[src/rtl/cpu_ctrl_pkg.sv]
// Shared definitions for the hardwired control sequencer: state set, opcodes,
// datapath control bit positions and ALU operation codes.
package cpu_ctrl_pkg;

  typedef enum logic [3:0] {
    S_RESET,
    S_T0,
    S_T1,
    S_T2,
    S_BR3,
    S_BR4,
    S_BR5,
    S_BR6,
    S_JR3,
    S_HALT
  } state_t;

  localparam logic [4:0] OP_BR   = 5'b10011;
  localparam logic [4:0] OP_JR   = 5'b10100;
  localparam logic [4:0] OP_NOP  = 5'b11010;
  localparam logic [4:0] OP_HALT = 5'b11011;

  localparam int unsigned EN_ZIN   = 18;
  localparam int unsigned EN_YIN   = 19;
  localparam int unsigned EN_PCIN  = 20;
  localparam int unsigned EN_MDRIN = 21;
  localparam int unsigned EN_IRIN  = 24;
  localparam int unsigned EN_MARIN = 25;
  localparam int unsigned EN_CONIN = 27;

  localparam int unsigned BS_ZLOWOUT = 19;
  localparam int unsigned BS_PCOUT   = 20;
  localparam int unsigned BS_MDROUT  = 21;
  localparam int unsigned BS_COUT    = 23;

  localparam logic [4:0] ALU_ADD   = 5'd1;
  localparam logic [4:0] ALU_INCPC = 5'd14;

  // First execute state after fetch; unsupported opcodes behave as nop.
  function automatic state_t exec_entry(input logic [4:0] opcode);
    state_t s;
    case (opcode)
      OP_BR:   s = S_BR3;
      OP_JR:   s = S_JR3;
      OP_HALT: s = S_HALT;
      default: s = S_T0;
    endcase
    return s;
  endfunction

endpackage

[src/rtl/ctrl_decode.sv]
// Combinational state-to-control decoder. Outputs depend only on state, except
// the BR6 PC load, which follows the branch condition flip-flop.
module ctrl_decode
  import cpu_ctrl_pkg::*;
#(
  parameter logic [4:0] ADD_OP   = 5'd1,
  parameter logic [4:0] INCPC_OP = 5'd14
) (
  input  state_t      state,
  input  logic        CONFFOut,
  output logic [31:0] enable,
  output logic [31:0] busSelect,
  output logic [4:0]  Control_Signals,
  output logic        MD_Read,
  output logic        ReadRAM,
  output logic        WriteRAM,
  output logic        Gra,
  output logic        Grb,
  output logic        Grc,
  output logic        Rin,
  output logic        Rout,
  output logic        BAout,
  output logic        halted
);

  always_comb begin
    enable          = '0;
    busSelect       = '0;
    Control_Signals = '0;
    MD_Read         = 1'b0;
    ReadRAM         = 1'b0;
    WriteRAM        = 1'b0;
    Gra             = 1'b0;
    Grb             = 1'b0;
    Grc             = 1'b0;
    Rin             = 1'b0;
    Rout            = 1'b0;
    BAout           = 1'b0;
    halted          = 1'b0;
    case (state)
      S_T0: begin
        busSelect[BS_PCOUT] = 1'b1;
        enable[EN_MARIN]    = 1'b1;
        enable[EN_ZIN]      = 1'b1;
        Control_Signals     = INCPC_OP;
      end
      S_T1: begin
        busSelect[BS_ZLOWOUT] = 1'b1;
        enable[EN_PCIN]       = 1'b1;
        enable[EN_MDRIN]      = 1'b1;
        MD_Read               = 1'b1;
        ReadRAM               = 1'b1;
      end
      S_T2: begin
        busSelect[BS_MDROUT] = 1'b1;
        enable[EN_IRIN]      = 1'b1;
      end
      S_BR3: begin
        Gra              = 1'b1;
        Rout             = 1'b1;
        enable[EN_CONIN] = 1'b1;
      end
      S_BR4: begin
        busSelect[BS_PCOUT] = 1'b1;
        enable[EN_YIN]      = 1'b1;
      end
      S_BR5: begin
        busSelect[BS_COUT] = 1'b1;
        Control_Signals    = ADD_OP;
        enable[EN_ZIN]     = 1'b1;
      end
      S_BR6: begin
        busSelect[BS_ZLOWOUT] = 1'b1;
        enable[EN_PCIN]       = CONFFOut;
      end
      S_JR3: begin
        Gra             = 1'b1;
        Rout            = 1'b1;
        enable[EN_PCIN] = 1'b1;
      end
      S_HALT:  halted = 1'b1;
      default: ;
    endcase
  end

endmodule

[src/rtl/control_sequencer.sv]
// Hardwired Moore control unit: fetch (T0-T2) then per-opcode execute steps.
// Holds the state register and next-state logic; outputs come from ctrl_decode.
module control_sequencer
  import cpu_ctrl_pkg::*;
#(
  parameter logic [4:0] ADD_OP   = 5'd1,
  parameter logic [4:0] INCPC_OP = 5'd14
) (
  input  logic        clk,
  input  logic        clr,
  input  logic [31:0] ir,
  input  logic        CONFFOut,
  output logic [31:0] enable,
  output logic [31:0] busSelect,
  output logic [4:0]  Control_Signals,
  output logic        MD_Read,
  output logic        ReadRAM,
  output logic        WriteRAM,
  output logic        Gra,
  output logic        Grb,
  output logic        Grc,
  output logic        Rin,
  output logic        Rout,
  output logic        BAout,
  output logic        halted
);

  state_t     r_state;
  logic [4:0] w_opcode;

  assign w_opcode = ir[31:27];

  always_ff @(posedge clk) begin
    if (clr) begin
      r_state <= S_RESET;
    end else begin
      case (r_state)
        S_RESET: r_state <= S_T0;
        S_T0:    r_state <= S_T1;
        S_T1:    r_state <= S_T2;
        S_T2:    r_state <= exec_entry(w_opcode);
        S_BR3:   r_state <= S_BR4;
        S_BR4:   r_state <= S_BR5;
        S_BR5:   r_state <= S_BR6;
        S_BR6:   r_state <= S_T0;
        S_JR3:   r_state <= S_T0;
        S_HALT:  r_state <= S_HALT;
        default: r_state <= S_RESET;
      endcase
    end
  end

  ctrl_decode #(
    .ADD_OP   (ADD_OP),
    .INCPC_OP (INCPC_OP)
  ) u_decode (
    .state           (r_state),
    .CONFFOut        (CONFFOut),
    .enable          (enable),
    .busSelect       (busSelect),
    .Control_Signals (Control_Signals),
    .MD_Read         (MD_Read),
    .ReadRAM         (ReadRAM),
    .WriteRAM        (WriteRAM),
    .Gra             (Gra),
    .Grb             (Grb),
    .Grc             (Grc),
    .Rin             (Rin),
    .Rout            (Rout),
    .BAout           (BAout),
    .halted          (halted)
  );

endmodule

[config.mk]
export PLATFORM = sky130hd
export DESIGN_NAME = control_sequencer
export DESIGN_NICKNAME = d
export VERILOG_FILES = /design/src/rtl/cpu_ctrl_pkg.sv /design/src/rtl/ctrl_decode.sv /design/src/rtl/control_sequencer.sv
export SDC_FILE = /design/constraint.sdc
export NUM_CORES = 1
export LEC_CHECK = 0
export CAP_MARGIN = 30
export CORE_MARGIN = 2
export CORE_UTILIZATION = 25
export DETAILED_ROUTE_END_ITERATION = 10
export GPL_TIMING_DRIVEN = 1
export HOLD_SLACK_MARGIN = 0.15
export PLACE_DENSITY = 0.79
export REMOVE_ABC_BUFFERS = 1
export SYNTH_ARGS = -nofsm -noshare
export SYNTH_HDL_FRONTEND = slang
export SYNTH_SLANG_ARGS = --single-unit
export TNS_END_PERCENT = 100
[constraint.sdc]
create_clock -name clk -period 2.2 [get_ports clk]
set_input_delay 0.44 -clock clk [delete_from_list [all_inputs] [get_ports clk]]
set_output_delay 0.44 -clock clk [all_outputs]
set_load 0.01 [all_outputs]
Yosys cells after proc, flatten, opt, wreduce, memory -nomap -nowiden
Cells that the tools add are included.
{"block": "totals", "regBits": 4, "input_bits": 35, "out_inout_bits": 79}
{"block": "classes", "n_eq_ne": 12, "n_mux": 15, "reduce_logical": 7}
{"operator": "$pmux 4 s8", "count": 1}
{"operator": "$eq 4x3->1 const B", "count": 4}
{"operator": "$eq 5x5->1 const B", "count": 3}
{"operator": "$pmux 4 s3", "count": 1}
{"operator": "$mux 1", "count": 11}
{"operator": "$reduce_or 2->1", "count": 5}
{"operator": "$eq 4x2->1 const B", "count": 2}
{"operator": "$eq 4x4->1 const B", "count": 2}
{"operator": "$pmux 4 s2", "count": 1}
{"operator": "$eq 4x1->1 const B", "count": 1}
{"operator": "$logic_not 4->1", "count": 1}
{"operator": "$reduce_or 3->1", "count": 1}
{"operator": "$pmux 1 s2", "count": 1}

Longest topological paths before layout
Gate-level depths: netlist (run 1).
{"block": "depth", "ltp_word": 3, "depth_mapped": 5, "depth_no_buf": 3}

Modules after synthesis
A second synthesis (run 1) with hierarchy kept.
{"block": "hier_totals", "hier_cells": 118, "hier_area_um2": 909.6}
{"module": "ctrl_decode", "instances": 1, "cells_per_inst": 95, "area_per_inst_um2": 689.4}
{"module": "control_sequencer", "instances": 1, "cells_per_inst": 23, "area_per_inst_um2": 220.2}

Least setup slack after synthesis (run 1)
OpenSTA, ideal clock, no wires.
{"block": "synth_path", "kind": "register -> output", "from": "reg r_state[1]", "to": "out Control_Signals[2]", "arrival_time_ns": 1.270, "required_time_ns": 1.760, "setup_slack_ns": 0.490, "stages_incl_launch_ff": 5, "path_cell_list": "dfxtp_1 -> buf_4 -> nand2b_1 -> nor3_1 -> buf_4"}
{"block": "synth_between", "elab_chain_len": 2}
{"item": "from (decl)", "line": "control_sequencer.sv:28", "text": "state_t r_state;"}
{"item": "from (signal assigned)", "line": "control_sequencer.sv:41", "text": "S_T2: r_state <= exec_entry(w_opcode);"}
{"item": "$eq 4x3->1 or $eq 4x1->1 (tied branches)", "line": "ctrl_decode.sv:40", "text": "case (state)"}
{"item": "$pmux 4 s2 (*)", "line": "ctrl_decode.sv:40"}
{"item": "to (decl)", "line": "control_sequencer.sv:15", "text": "output logic [4:0] Control_Signals,"}
Mark *: on every way between the ends. The rest lies on a longest branch, timed or not.

Final worst setup path (run 1)
{"block": "layout_path", "from": "reg r_state[0]", "to": "out busSelect[19]"}
{"block": "layout_between", "elab_chain_len": 3}
{"item": "$eq 4x3->1 or $eq 4x2->1 (tied branches)", "line": "ctrl_decode.sv:40"}
{"item": "$reduce_or 2->1 (no line) (*)"}
{"item": "$mux 1 (*)", "line": "ctrl_decode.sv:40"}
{"item": "to (decl)", "line": "control_sequencer.sv:14", "text": "output logic [31:0] busSelect,"}
Marks and branches as above.

==> run metrics, run 1 <==
All-Layer GR Usage 0.0655; DR pass1 iterations 4; Reg-to-Reg Start r_state[1]$_SDFF_PP0_; HP Class reg -> reg; Total Wirelength 1500 microns; hold endpoint r_state[2]$_SDFF_PP0_; Detailed Place HPWL about 1200 microns; register area share after synthesis 0.0893; CTS Buffer Depth 2; Max Slew Vio Count 0; TritonCTS buffer count 3; Worst Setup Start Kind flop; required time of the worst setup path 1.76 ns; Critical Path AT between 1.5 and 2 ns; final setup fails 0; Seq pwr share 0.239; GRT overflow 0; Die H 63.9 microns; vias per cell 3.46; nets between 150 and 200; # IOs around 110; crit path capture type output pin; setup slack after layout approximately 0.087 ns; worst-path maximum fanout 6; Synth Cell Area 897 sq um; first-pass GRT wire length around 2100 microns; setup repair after global routing missed its margin no; fin crit share 0.960; storage element area 83.8 sq um; Clock Power Share 0.283; die footprint slightly above 4000 sq um; hold buffers post-CTS 0; Crit path largest cell delay between 0.5 and 0.6 ns; share of layout cells above drive strength 1 0.143; largest net degree at the start of global routing 12; Clock Latency Late Sink 0.24 ns; FF+latch count, synth 4; 1st-iter DRT viols 13; FF-to-FF End r_state[2]$_SDFF_PP0_; CTS H-tree lvls 1; initial antenna violation count 0; CTS tree built; Reg with most FFs r_state; Clock Skew 0.00380 ns; IR drop worst, VDD 107 uV; Routed Antenna Nets 0; Fmax 473 MHz; Vias 643; wire per inst 8.04 microns; setup TNS after final layout 0 ns; Die W 63.9 microns; Max Cap Violations 0; average instance area after synthesis 7.54 sq um; initial core utilization 0.265; Power Internal 209 uW; Synth top area share 0.561; vias in the first global route between 400 and 500; Net Sw Frac 0.401; Reg clk slew, reported paths around 0.04 ns; worst hold start r_state[3]$_SDFF_PP0_; gate count after technology mapping 119; Gate power share 0.478; Worst R2R Setup Slack ~0.80 ns; biggest regs r_state: 4 flops; synth unique cells 25; worst setup path category reg -> out; Antenna diodes 0; max reg flops 4; status finished clean; cell taking the most area after synthesis buf_4; Layout area overhead 10.6%; reg2reg path depth 4; # rows 21; setup slack at placement between 0.2 and 0.25 ns; PwrDens around 350 nW/um^2; Tmin final 2.11 ns; drt drc 0; area of the multi-input gates about 530 sq um; top post-synthesis cells by area buf_4 56%, dfxtp_1 8.9%, nor3_1 4.5%; CTS sink count 4; port buffer count 27; worst-path cell chain buf_4, xor2_1, nor3b_1, clkdlybuf4s50_1; Net Sw Power approximately 140 uW; WHS Path Cells 1; synth warn 0; number of fill cells about 380; Lkg Pwr 0.000478 uW; GPL Wtd Cong just under 0.8; clock root cell clkbuf_4; Core ar. between 3000 and 4000 sq um; final hold violations 0; Slowest cell on crit path clkdlybuf4s50_1; Post CTS Setup Buffer Count 0
-- routing by layer --
layer | track usage | part of all wire | up-vias
li1 | - | - | 306
met1 | 0.0830 | 0.39 | 277
met2 | 0.0990 | 0.46 | 60
met5 | 0 | 0 | -
met3 | 0.0264 | 0.15 | 0
met4 | 0.0245 | 0 | 0
-- area by class of cell --
class | count | share of cell area
clock buffer | 3 | 0.0227
multi-input combinational | 102 | 0.530
sequential | 4 | 0.0845
tap | 46 | 0.0580
timing repair buffer | 31 | 0.305
-- Yosys cell counts --
master / count
xnor2_1: 2
mux2_2: 1
xor2_1: 1
dfxtp_1: 4
nor3_1: 8
buf_4: 67
nand3b_1: 2
nand2b_1: 6
buf_6: 1
nor3b_1: 1
a211oi_1: 1
nor4b_1: 1
nand2_4: 1
buf_2: 3
nor2_1: 7
o21ai_0: 3
a311oi_1: 1
conb_1: 1
and4bb_2: 1
nand2_1: 2
a21o_1: 1
a211oi_2: 1
or4_4: 1
a221oi_1: 1
nand4b_1: 1
-- per-stage QoR --
stage / total power, uW / cells / hold WS [ns] / utilization / instance area, sq um
after floorplan: 174 / 106 / 0.505 / - / 586
after global placement: 243 / 183 / 0.585 / 0.278 / 943
final: 348 / 186 / 0.559 / 0.293 / 992
after detailed placement: 244 / 183 / 0.600 / 0.278 / 943
after CTS: 345 / 186 / 0.622 / 0.289 / 978
after global routing: 368 / 186 / 0.578 / 0.293 / 992
-- cell families (layout without fill, tap and decap cells) --
group / Yosys count / count (layout) / synth area share
buffers and inverters: 71 / 34 / 0.590
muxes: 1 / 1 / 0.0126
and+or+nand+nor: 31 / 31 / 0.208
xor gates and xnor gates: 3 / 3 / 0.0293
DFF: 4 / 4 / 0.0893
AOI/OAI and AO/OA: 8 / 8 / 0.0669
other: 1 / 59 / 0.00418
-- power groups by stage --
stage,clock (uW),sequential (uW),combinational (uW)
5_1_grt,104,84.3,180
3_3_place_gp,0,83.2,160
6_report,98.5,83.3,166
2_1_floorplan,0,87.0,86.8
3_5_place_dp,0,83.1,161
4_1_cts,100,82.5,163
-- cells in the final DEF, fill, tap and decap left out, drive strengths merged --
master,count
o21ai,3
and4bb,1
nor4b,1
mux2,1
a211oi,2
conb,59
xnor2,2
clkdlybuf4s50,26
nand4b,1
a221oi,1
dlymetal6s2s,1
buf,4
dfxtp,4
nor2,7
clkbuf,3
or4,1
nand2,3
nor3,8
nor3b,1
nand2b,6
nand3b,2
a21o,1
xor2,1
a311oi,1
-- what timing repair did --
item | in CTS | in global routing
endpoints found under the setup margin | 7 | 9
gates resized for setup | 4 | 5
cloned | 0 | 0
endpoints found under the hold margin | 0 | 0
-- critical path: cells and delay by family, from the launching register on --
kind          cells  cell delay (ns)
xor+xnor          1             0.15
flops             1             0.35
buf+inv           2             0.73
simple gates      1             0.19
-- worst max-delay path by stage --
stage / from / end / slack (ns)
5_1_grt: r_state[3]$_SDFF_PP0_ / MD_Read / 0.009
6_report: r_state[0]$_SDFF_PP0_ / busSelect[19] / 0.09
3_5_place_dp: r_state[3]$_SDFF_PP0_ / ReadRAM / 0.23
4_1_cts: r_state[3]$_SDFF_PP0_ / Gra / 0.01
3_3_place_gp: CONFFOut / enable[20] / 0.22
2_1_floorplan: r_state[0]$_SDFF_PP0_ / Control_Signals[1] / 0.42
No activity file was read; power rests on OpenSTA's default activity.
==> run 2: changes to the inputs <==
==> constraint.sdc (replaced) <==
create_clock -name clk -period 2.3 [get_ports clk]
set_input_delay 0.46 -clock clk [delete_from_list [all_inputs] [get_ports clk]]
set_output_delay 0.46 -clock clk [all_outputs]
set_load 0.01 [all_outputs]
==> run 2 against run 1 <==
  * Design area decreased by 2.4%
  * Sequential share of layout area increased by 0.078 points
  * Combinational power decreased by 5%
  * Die area unchanged
  * First-iteration DRC count increased by 31%
  * Non-clock buffer count unchanged
  * Flip-flop and latch count unchanged
  * Worst hold slack got worse by 0.017 ns
  * Sequential power decreased by 7.6%
  * Critical path type unchanged
==> run metrics, run 2 (synthesized netlist as in run 1, its figures left out) <==
status finished clean; hold buffers post-CTS 0; crit path capture type output pin; Die W 63.9 microns; nets between 150 and 200; Clock Skew ~0.0036 ns; Reg clk slew, reported paths 0.04 ns; Tmin final around 2.2 ns; most frequent cells in the layout 59 x conb_1, 27 x clkdlybuf4s50_1, 8 x nor3_1; worst-path maximum fanout 7; Final Instance Area 968 sq um; Critical Path AT 1.70 ns; Die H 63.9 microns; Total Wirelength 1420 microns; setup TNS after final layout 0 ns; placed cell areas 943 sq um; initial antenna violation count 0; Antenna diodes 0; PwrDens 331 nW/um^2; port buffer count 27; met3 WL 191 microns; Post-Route M1 WL 589 microns; met2 WL 636 microns; fin crit share 0.938; All-Layer GR Usage 0.0603; IR drop worst, VDD 147 uV; biggest regs r_state: 4 flops; Vias around 640; clock root cell clkbuf_4; initial core utilization 0.265; CTS H-tree lvls 1; Worst Setup Start Kind flop; Post-CTS Resized 0; vias in the first global route 422; Max Slew Vio Count 0; Routed Antenna Nets 0; vias per cell 3.41; GPL Wtd Cong 0.770; TritonCTS buffer count 3; # rows 21; Top Layer Used met3; drt drc 0; setup repair after global routing missed its margin no; largest net degree at the start of global routing 12; Core ar. 3390 sq um; # IOs 114; final hold violations 0; die footprint around 4000 sq um; Detailed Place HPWL 1240 microns; Post CTS Setup Buffer Count 0; wire per inst 7.62 microns; Max Cap Violations 0; Lkg Pwr 0.000451 uW; HP Class reg -> reg; share of layout cells above drive strength 1 0.100; Layout area overhead 7.95%; Reg with most FFs r_state; max reg flops 4; GRT overflow 0; first-pass GRT wire length 1960 microns; final setup fails 0; Clock Latency Late Sink 0.24 ns; DR pass1 iterations 4; required time of the worst setup path 1.84 ns; worst setup path category reg -> out; CTS sink count 4; Fmax between 400 and 500 MHz; CTS Buffer Depth 2; Pwr Total 321 uW; 1st-iter DRT viols 17; CTS tree built; commonest non-fill, non-tap cell in the layout conb_1
run 2: worst max-delay path, cell delays in order, from the launching register on:
cell and delay (ns):
dfxtp_1 0.32, nand2b_1 0.23, mux2_2 0.29, nor2_1 0.08
clkdlybuf4s50_1 0.54
run 2: final timing paths:
kind	start	to	slack [ns]	cells after the start
min	r_state[3]$_SDFF_PP0_	r_state[2]$_SDFF_PP0_	0.54	1
min reg2reg	r_state[3]$_SDFF_PP0_	r_state[2]$_SDFF_PP0_	0.54	1
max	r_state[1]$_SDFF_PP0_	enable[18]	0.14	4
max reg2reg	r_state[1]$_SDFF_PP0_	r_state[2]$_SDFF_PP0_	0.93	4
run 2: routing by layer:
metal  vias up  global-route usage
li1        303                   -
met1       276              0.0838
met2        56              0.0859
met3         0              0.0229
met4         0              0.0163
met5         -                   0
run 2: final cells by class:
class	count	area, sq um
Clock buffer	3	22.5
Fill cell	386	2420
Multi-Input combinational cell	102	505
Sequential cell	4	82.6
Tap cell	46	57.6
Timing Repair Buffer	31	300
run 2: power by group:
| group | leakage, uW | internal, uW | switching [uW] | total (uW) |
|---|---|---|---|---|
| combinational | 0.000404 | 65.5 | 92.1 | 158 |
| clock | 0.0000138 | 58.3 | 28.1 | 86.4 |
| sequential | 0.0000338 | 73.5 | 3.52 | 77.0 |
run 2: through the flow:
stage	utilization	hold WS [ns]	instances	setup WS, ns
after floorplan	-	0.525	106	0.497
after global routing	0.286	0.570	186	0.0165
after CTS	0.285	0.615	186	0.0547
after global placement	0.278	0.587	183	0.263
after detailed placement	0.278	0.603	183	0.262
final	0.286	0.542	186	0.143
